===== config.mk =====
export PLATFORM = sky130hd
export DESIGN_NAME = set_job_sched
export DESIGN_NICKNAME = d
export VERILOG_FILES = /design/src/rtl/set_job_sched_pkg.sv /design/src/rtl/set_job_sched_rr_arb2.sv /design/src/rtl/set_job_sched.sv
export SDC_FILE = /design/constraint.sdc
export NUM_CORES = 1
export LEC_CHECK = 0
export BUFFER_PORTS_ARGS = -buffer_cell sky130_fd_sc_hd__clkbuf_2
export CAP_MARGIN = 30
export CELL_PAD_IN_SITES_DETAIL_PLACEMENT = 0
export CELL_PAD_IN_SITES_GLOBAL_PLACEMENT = 1
export CORE_MARGIN = 8
export CORE_UTILIZATION = 43
export DETAILED_ROUTE_END_ITERATION = 7
export HOLD_SLACK_MARGIN = 0.05
export PLACE_DENSITY = 0.86
export RECOVER_POWER = 25
export SLEW_MARGIN = 20
export SYNTH_ARGS = -nofsm -noshare
export SYNTH_HDL_FRONTEND = slang
export SYNTH_SLANG_ARGS = --single-unit

===== constraint.sdc =====
create_clock -name clk -period 5.5 [get_ports clk]
set_input_delay 0.275 -clock clk [delete_from_list [all_inputs] [get_ports clk]]
set_output_delay 0.275 -clock clk [all_outputs]
set_load 0.005 [all_outputs]

===== src/rtl/set_job_sched_pkg.sv =====
// set_pkg: shared states, mode codes, operand widths and the queued job record.
package set_pkg;
  localparam int CENT_W = 24;
  localparam int RAD_W = 12;
  localparam int CAND_W = 8;
  localparam logic [1:0] MODE_A = 2'd0;
  localparam logic [1:0] MODE_AND = 2'd1;
  localparam logic [1:0] MODE_XOR = 2'd2;
  localparam logic [1:0] MODE_ILL = 2'd3;
  typedef enum logic [2:0] {IDLE, LAUNCH, WAIT, RESP, RECOVER} state_t;
  typedef struct packed {
    logic [CENT_W-1:0] central;
    logic [RAD_W-1:0] radius;
    logic [1:0] mode;
  } job_t;
endpackage


===== src/rtl/set_job_sched_rr_arb2.sv =====
// set_rr_arb2: two-way round-robin grant; rr_last remembers the last winner.
module set_rr_arb2 (
  input  logic       clk,
  input  logic       rst,
  input  logic [1:0] req,
  input  logic       take,
  output logic       grant,
  output logic       grant_valid
);
  logic rr_last_q, rr_last_d;
  always_comb begin
    grant_valid = |req;
    grant = &req ? ~rr_last_q : req[1];
    rr_last_d = (take && grant_valid) ? grant : rr_last_q;
  end
  always_ff @(posedge clk or posedge rst)
    if (rst) rr_last_q <= 1'b1;
    else rr_last_q <= rr_last_d;
endmodule


===== src/rtl/set_job_sched.sv =====
// set_job_sched: queues one job per requester, runs the SET engine, and routes
// the count (or an error) back to the owner; a watchdog recovers a hung engine.
module set_job_sched
  import set_pkg::*;
#(
  parameter int TO_W = 10,
  parameter int TIMEOUT = 1000
) (
  input  logic              clk,
  input  logic              rst,
  input  logic              req0_valid,
  output logic              req0_ready,
  input  logic [CENT_W-1:0] req0_central,
  input  logic [RAD_W-1:0]  req0_radius,
  input  logic [1:0]        req0_mode,
  input  logic              req1_valid,
  output logic              req1_ready,
  input  logic [CENT_W-1:0] req1_central,
  input  logic [RAD_W-1:0]  req1_radius,
  input  logic [1:0]        req1_mode,
  output logic              rsp0_valid,
  output logic [CAND_W-1:0] rsp0_candidate,
  output logic              rsp0_err,
  output logic              rsp1_valid,
  output logic [CAND_W-1:0] rsp1_candidate,
  output logic              rsp1_err,
  output logic              set_en,
  output logic [CENT_W-1:0] set_central,
  output logic [RAD_W-1:0]  set_radius,
  output logic [1:0]        set_mode,
  output logic              eng_rst,
  input  logic              set_busy,
  input  logic              set_valid,
  input  logic [CAND_W-1:0] set_candidate
);
  state_t state_q, state_d;
  job_t [1:0] slot_q, slot_d;
  logic [1:0] full_q, full_d;
  job_t cur_q, cur_d;
  logic owner_q, owner_d;
  logic [TO_W-1:0] wd_q, wd_d;
  logic [1:0][CAND_W-1:0] rsp_cand_q, rsp_cand_d;
  logic [1:0] rsp_err_q, rsp_err_d;
  logic grant, grant_valid, take;
  set_rr_arb2 u_arb (
    .clk(clk),
    .rst(rst),
    .req(full_q),
    .take(take),
    .grant(grant),
    .grant_valid(grant_valid)
  );
  always_comb begin
    state_d = state_q;
    slot_d = slot_q;
    full_d = full_q;
    cur_d = cur_q;
    owner_d = owner_q;
    wd_d = wd_q;
    rsp_cand_d = rsp_cand_q;
    rsp_err_d = rsp_err_q;
    take = 1'b0;
    set_en = 1'b0;
    if (req0_valid && !full_q[0]) begin
      full_d[0] = 1'b1;
      slot_d[0] = '{req0_central, req0_radius, req0_mode};
    end
    if (req1_valid && !full_q[1]) begin
      full_d[1] = 1'b1;
      slot_d[1] = '{req1_central, req1_radius, req1_mode};
    end
    case (state_q)
      IDLE: if (grant_valid) begin
        take = 1'b1;
        owner_d = grant;
        cur_d = slot_q[grant];
        state_d = slot_q[grant].mode == MODE_ILL ? RESP : LAUNCH;
        if (slot_q[grant].mode == MODE_ILL) begin
          rsp_cand_d[grant] = '0;
          rsp_err_d[grant] = 1'b1;
        end
      end
      LAUNCH: if (!set_busy) begin
        set_en = 1'b1;
        wd_d = '0;
        state_d = WAIT;
      end
      WAIT: begin
        wd_d = wd_q + TO_W'(1);
        // a result arriving on the timeout cycle still counts as success
        if (set_valid) begin
          state_d = RESP;
          rsp_cand_d[owner_q] = set_candidate;
          rsp_err_d[owner_q] = 1'b0;
        end else if (wd_q == TO_W'(TIMEOUT - 1)) begin
          state_d = RECOVER;
          rsp_cand_d[owner_q] = '0;
          rsp_err_d[owner_q] = 1'b1;
        end
      end
      RESP, RECOVER: begin
        full_d[owner_q] = 1'b0;
        state_d = IDLE;
      end
      default: state_d = IDLE;
    endcase
  end
  always_ff @(posedge clk or posedge rst)
    if (rst) begin
      state_q <= IDLE;
      slot_q <= '0;
      full_q <= '0;
      cur_q <= '0;
      owner_q <= 1'b0;
      wd_q <= '0;
      rsp_cand_q <= '0;
      rsp_err_q <= '0;
    end else begin
      state_q <= state_d;
      slot_q <= slot_d;
      full_q <= full_d;
      cur_q <= cur_d;
      owner_q <= owner_d;
      wd_q <= wd_d;
      rsp_cand_q <= rsp_cand_d;
      rsp_err_q <= rsp_err_d;
    end
  logic done;
  assign done = state_q == RESP || state_q == RECOVER;
  assign req0_ready = ~full_q[0];
  assign req1_ready = ~full_q[1];
  assign rsp0_valid = done && !owner_q;
  assign rsp1_valid = done && owner_q;
  assign rsp0_candidate = rsp_cand_q[0];
  assign rsp1_candidate = rsp_cand_q[1];
  assign rsp0_err = rsp_err_q[0];
  assign rsp1_err = rsp_err_q[1];
  assign eng_rst = state_q == RECOVER;
  assign set_central = cur_q.central;
  assign set_radius = cur_q.radius;
  assign set_mode = cur_q.mode;
endmodule


# After elaboration in Yosys (flattened, before gate mapping)
# Index checks and enable logic that the tools add are counted.
totals:
  in_bits: 90
  ff_bits: 149
  wordCells: 102
  output_inout_bits: 62
classes:
  order_cmp: 4
  bitwise_logic: 12
  muxes: 37
  n_reduce_logical: 21
  n_eq_ne: 10
  add_sub_neg: 1
ops:
  columns: ["operator", "count"]
  rows:
  - ["$mux W38", 2]
  - ["$mux W16", 4]
  - ["$and A16 B16 Y16", 2]
  - ["$not A16 Y16", 2]
  - ["$pmux W16 S2", 1]
  - ["$pmux W10 S2", 1]
  - ["$bwmux W16", 1]
  - ["$demux W8 S1", 2]
  - ["$mux W8", 2]
  - ["$mux W2", 6]
  - ["$mux W3", 4]
  - ["$add A10 B1 Y10 const B", 1]
  - ["$eq A10 B10 Y1 const B", 1]
  - ["$mux W10", 1]
  - ["$mux W1", 9]
  - ["$pmux W3 S3", 1]
  - ["$logic_and A1 B1 Y1", 7]
  - ["$eq A3 B2 Y1 const B", 2]
  - ["$ne A2 B2 Y1 const B", 3]
  - ["$reduce_and A2 Y1", 3]
  - ["$and A2 B2 Y2", 2]
  - ["$lt A1 B2 Y1 const B", 2]
  - ["$or A2 B2 Y2", 2]
  - ["$pmux W2 S2", 1]
  - ["15 further kinds", 23]

# Logic depth before layout (Yosys ltp)
depth:
  ltp_word: 11
  mapped_depth: 7
  ltp_nobuf: 6

# Modules after synthesis
# A second synthesis with hierarchy kept.
unflattened:
  hier_cells: 475
  hier_area_um2: 6153.4
modules_own_cells:
  columns: ["mod", "cells_each", "n_inst", "area_per_inst_um2", "seq_area_each_um2"]
  rows:
  - ["set_job_sched", 469, 1, 6098.3, 3703.6]
  - ["set_rr_arb2", 6, 1, 55.1, 26.3]

# Worst setup path after synthesis
# No wires, ideal clock.
synth_path:
  kind: "register to register"
  from: "reg wd_q[0]"
  to: "reg rsp_cand_q (netlist bit rsp0_candidate[0])"
  path_buffers: 0
  period_less_slack_ns: 1.663
  required_time_ns: 5.379
  path_stages_with_launch: 6
  setup_slack_ns: 3.837
  setup_time_ns: 0.121
  arrival_time_ns: 1.542
  cell_sequence: "dfrtp_1 > ha_1 > inv_1 > o311ai_4 > o2111ai_4 > a22o_1"
synth_between:
  elab_chain_cells: 3
synth_lines:
  columns: ["item", "line", "text"]
  rows:
  - ["from (decl)", "set_job_sched.sv:41", "logic [TO_W-1:0] wd_q, wd_d;"]
  - ["from (signal assigned)", "set_job_sched.sv:124", "wd_q <= wd_d;"]
  - ["$eq A10 B10 Y1", "set_job_sched.sv:95", "end else if (wd_q == TO_W'(TIMEOUT - 1)) begin"]
  - ["$ne A3 B3 Y1 (no source line)", null, null]
  - ["$reduce_and A4 Y1 (no source line)", null, null]
  - ["to (signal assigned)", "set_job_sched.sv:125", "rsp_cand_q <= rsp_cand_d;"]
  - ["to (decl)", "set_job_sched.sv:42", "logic [1:0][CAND_W-1:0] rsp_cand_q, rsp_cand_d;"]
# No other way between the ends.
# A chain may end at the register's enable or synchronous reset.

# Worst setup path in the final report
layout_path:
  from: "reg full_q[1]"
  to: "reg rsp_cand_q (netlist bit rsp0_candidate[6])"
layout_between:
  elab_chain_cells: 11
  elab_cells_between_ends: 19
  classes_between: "order compare: 2; eq/ne: 3; mux: 8; bitwise: 2; reduce/logical: 4"
layout_lines:
  columns: ["item", "line", "text"]
  rows:
  - ["from (decl)", "set_job_sched.sv:38", "logic [1:0] full_q, full_d;"]
  - ["from (signal assigned)", "set_job_sched.sv:121", "full_q <= full_d;"]
  - ["$reduce_and A2 Y1", "set_job_sched_rr_arb2.sv:13", "grant = &req ? ~rr_last_q : req[1];"]
  - ["$mux W1", "set_job_sched_rr_arb2.sv:13", null]
  - ["$lt A1 B2 Y1 (implied by the code) / $ge A1 B1 Y1 (equally long branches)", "set_job_sched.sv:79", "rsp_cand_d[grant] = '0;"]
  - ["$logic_and A1 B1 Y1 (implied by the code)", "set_job_sched.sv:79", null]
  - ["$mux W8 (implied by the code)", "set_job_sched.sv:79", null]
  - ["$demux W8 S1", "set_job_sched.sv:79", null]
  - ["$not A16 Y16 (no source line)", null, null]
  - ["$and A16 B16 Y16 (no source line)", null, null]
  - ["$mux W16", "set_job_sched.sv:78", "if (slot_q[grant].mode == MODE_ILL) begin"]
  - ["$mux W16", "set_job_sched.sv:73", "IDLE: if (grant_valid) begin"]
  - ["$pmux W16 S2", "set_job_sched.sv:72", "case (state_q)"]
# Parallel ways exist; a longest one is shown, timed or not. The select of a mux whose other input is x is not followed.

==> impl_results.md <==
* Syn nets at 566
* Slowest stage cell on the critical path: a21boi_4
* Worst Hold Class: primary input to flop
* DRC viols at 0
* Die area at 18700 sq um
* CP endpoint kind: flop
* Simple-Gate Fraction of Synth Area at 0.0704
* Placed Cells at 789
* CP Max Fanout at 13
* R2R Path End: rsp0_candidate[6]$_DFFE_PP0P_
* Commonest non-fill, non-tap cell in the layout: dfrtp_1
* Synthesized area per cell at 13.2 sq um
* Initial antenna violation count at 0
* Synth-to-Final Area Change at 24.3%
* DR vias/cell at 5.22
* Top_reg_cell synth: dfrtp_1
* Vias in the first global route at 4683
* DP Area at 7200 sq um
* Router iterations before antenna repair at 4
* Detailed Route Iter0 Violations at 207
* Placer Congestion at between 0.8 and 0.9
* Hold slack at around 90 ps
* Worst Max-Slew Pin Slew at just under 800 ps
* Post-DP HPWL at 10400 um
* Worst endpoint required time at ~5800 ps
* Ys Warns at 0
* # hold bufs at CTS at 1
* Reg2reg start: full_q[1]$_DFF_PP0_
* EDFF count, synth at 0
* Setup Fix Bufs, Post-CTS at 0
* Final period util at 0.428
* Placeable core area at 14400 sq um
* Fillers at roughly 1300
* Clk sinks at 149
* Post-Route Skew at 8.55 ps
* Most frequent cells in the layout: dfrtp_1, clkbuf_2, mux2_2
* Synth Area in Adders at 0.00199
* Clock latency on the worst-skew pair at between 400 and 500 ps
* P_leak at 0.00360 uW
* Mux share of post-synthesis cell area at 0.199
* Longest Clk Path Bufs at 2
* CTS buffer count at 17
* Period minus WS final at 2360 ps
* Count of cell types in the netlist at 45
* Die H at 137 um
* Crit-path max cell delay at a little under 600 ps
* Row cnt at between 40 and 50
* Global route total overflow at 0
* # setup viols final at 0
* PostCTS Resize Cnt at 0
* Complex-gate fraction of the synthesized area at 0.102
* Post-Synth XOR/XNOR Area at 0.00140
* IO Count at 152
* CTS tree: done
* Relative slew slack at 0.480
* Port Buffers at 151
* Setup ws final at roughly 3100 ps
* Starting Density at 0.435
* Metal1 wirelength at 6600 um
* Antenna diodes at 0
* Setup crit end: rsp0_candidate[6]$_DFFE_PP0P_
* Largest net degree at the start of global routing at between 80 and 90
* Final nets at 717
* Pins Over Slew Limit at 0
* Clk slew on worst S/H paths at approximately 60 ps
* Total GRT Usage at 0.163
* Cells after Synth at 475
* Die width at approximately 140 um
* Fmax at 0.424 GHz
* Synth Register Bits at approximately 150
* CP arrival at between 2000 and 3000 ps
* Top layer in use: met4
* Maximum VDD drop at 0.244 mV
* Antenna viol nets, final at 0
* Largest family of logic cells by synthesized area: multiplexers
* Worst r2r path cells at 5
* Crit Path Category: flop to flop
* Max_cap viols at 0
* Fin cells at between 800 and 900
* Setup_tns at 0 ps
* Root Driver: clkbuf_16
* Asr flop ratio synth at 1.00
* Worst R2R Setup Slack at 3140 ps
* H-tree levels at 4
* Pre-CTS setup slack at roughly 2900 ps
* Hold Vio Cnt, Final at 0
* Wire per inst at 17.8 um
* DR WL met2 at 6830 um
* First-pass GRT wire length at between 20000 and 25000 um
* Drt total wl at 14700 um
* Crit path launch type: flop
* RSZ-0062 raised after global routing: no
* Critical Path Source: full_q[1]$_DFF_PP0_
* Status: finished, final reports clean
* Worst-path cell chain: a21boi_4 > buf_16 > mux2i_1 > o2111ai_4 > a22o_1
* PD cells at approximately 640 nW/um^2
* Via count at 4289
* Mapped cell area at 6280 sq um
* Layout cells sized above 1 at 0.378
* Seq/Total Area, Yosys at 0.594
* Post-route cell area at 7800 sq um
* Routed wl met3 at 962 um
cells in the mapped netlist, drive strengths merged (2+ instances only):
cell type / count / area share
nand2: 10 / 0.0060
mux2: 76 / 0.14
inv: 9 / 0.0054
nor3b: 2 / 0.0042
buf: 26 / 0.025
a21oi: 43 / 0.035
a22o: 17 / 0.024
o211ai: 2 / 0.0024
nor3: 4 / 0.0048
nor2: 47 / 0.029
and3: 2 / 0.0020
and2: 4 / 0.0040
o311ai: 2 / 0.0084
o31ai: 5 / 0.0060
mux2i: 39 / 0.062
nand4: 4 / 0.0050
nand3: 3 / 0.0024
nor2b: 3 / 0.0030
dfrtp: 148 / 0.59
a31oi: 2 / 0.0020
o21ai: 10 / 0.0080
metal layers:
layer	track usage	vias to the layer above
met3	0.0492	23
met2	0.251	136
li1	-	2001
met5	0	-
met4	0.0688	0
met1	0.209	2129
cells by family (layout without fill, tap and decap cells):
| family | count (synthesis) | in the layout |
|---|---|---|
| AO/OA/AOI/OAI | 89 | 89 |
| XOR/XNOR | 1 | 1 |
| adder cells (fa/ha/maj) | 1 | 1 |
| buffers and inverters | 36 | 199 |
| flip-flops | 149 | 149 |
| multiplexers | 115 | 115 |
| AND/OR/NAND/NOR | 84 | 84 |
layout make-up:
type	count	area, sq um	share of cell area
Multi-Input combinational cell	290	2380	0.305
Tap cell	184	230	0.0295
Clock buffer	23	498	0.0638
Sequential cell	149	3730	0.478
Inverter	9	38.8	0.00497
Clock inverter	8	121	0.0156
Timing Repair Buffer	159	806	0.103
report_power, final:
| group | total (uW) | internal (uW) | switching [uW] |
|---|---|---|---|
| clock network | 1200 | 770 | 426 |
| registers | 2000 | 1640 | 363 |
| logic | 1770 | 898 | 869 |
| total | 4960 | 3300 | 1660 |
registers in the layout (all words and copies together) (netlist names), named ones only:
name / cells
rsp0_candidate: 8
slot_q: 76
state_q: 3
full_q: 2
wd_q: 10
owner_q: 1
set_central: 24
rsp1_candidate: 8
set_mode: 2
set_radius: 12
u_arb.rr_last_q: 1
how the worst min path moves through the flow:
| stage | from | endpoint | slack [ps] | cells past startpoint |
|---|---|---|---|---|
| finish | req1_radius[4] | slot_q[44]$_DFFE_PP0P_ | 90 | 2 |
| global route | req1_central[2] | slot_q[54]$_DFFE_PP0P_ | 70 | 2 |
| CTS | req0_central[22] | slot_q[36]$_DFFE_PP0P_ | 70 | 2 |
| detailed placement | rst | slot_q[17]$_DFFE_PP0P_ | 480 | 2 |
| global placement | rst | set_central[1]$_DFFE_PP0P_ | 470 | 2 |
| floorplan | set_valid | state_q[2]$_DFFE_PP0P_ | 350 | 1 |
through the flow:
stage                      util  power, uW
after floorplan               -       3230
after global placement    0.497       3700
after detailed placement  0.499       3820
after CTS                 0.543       5040
after global routing      0.541       5310
final                     0.541       4960
worst max-delay path, delay by kind of cell, from the launching register on:
family          cells  cell delay (ps)
compound gates      3             1070
flops               1              560
mux                 1              380
buf+inv             1              230
Power figures use the tool's default switching activity.
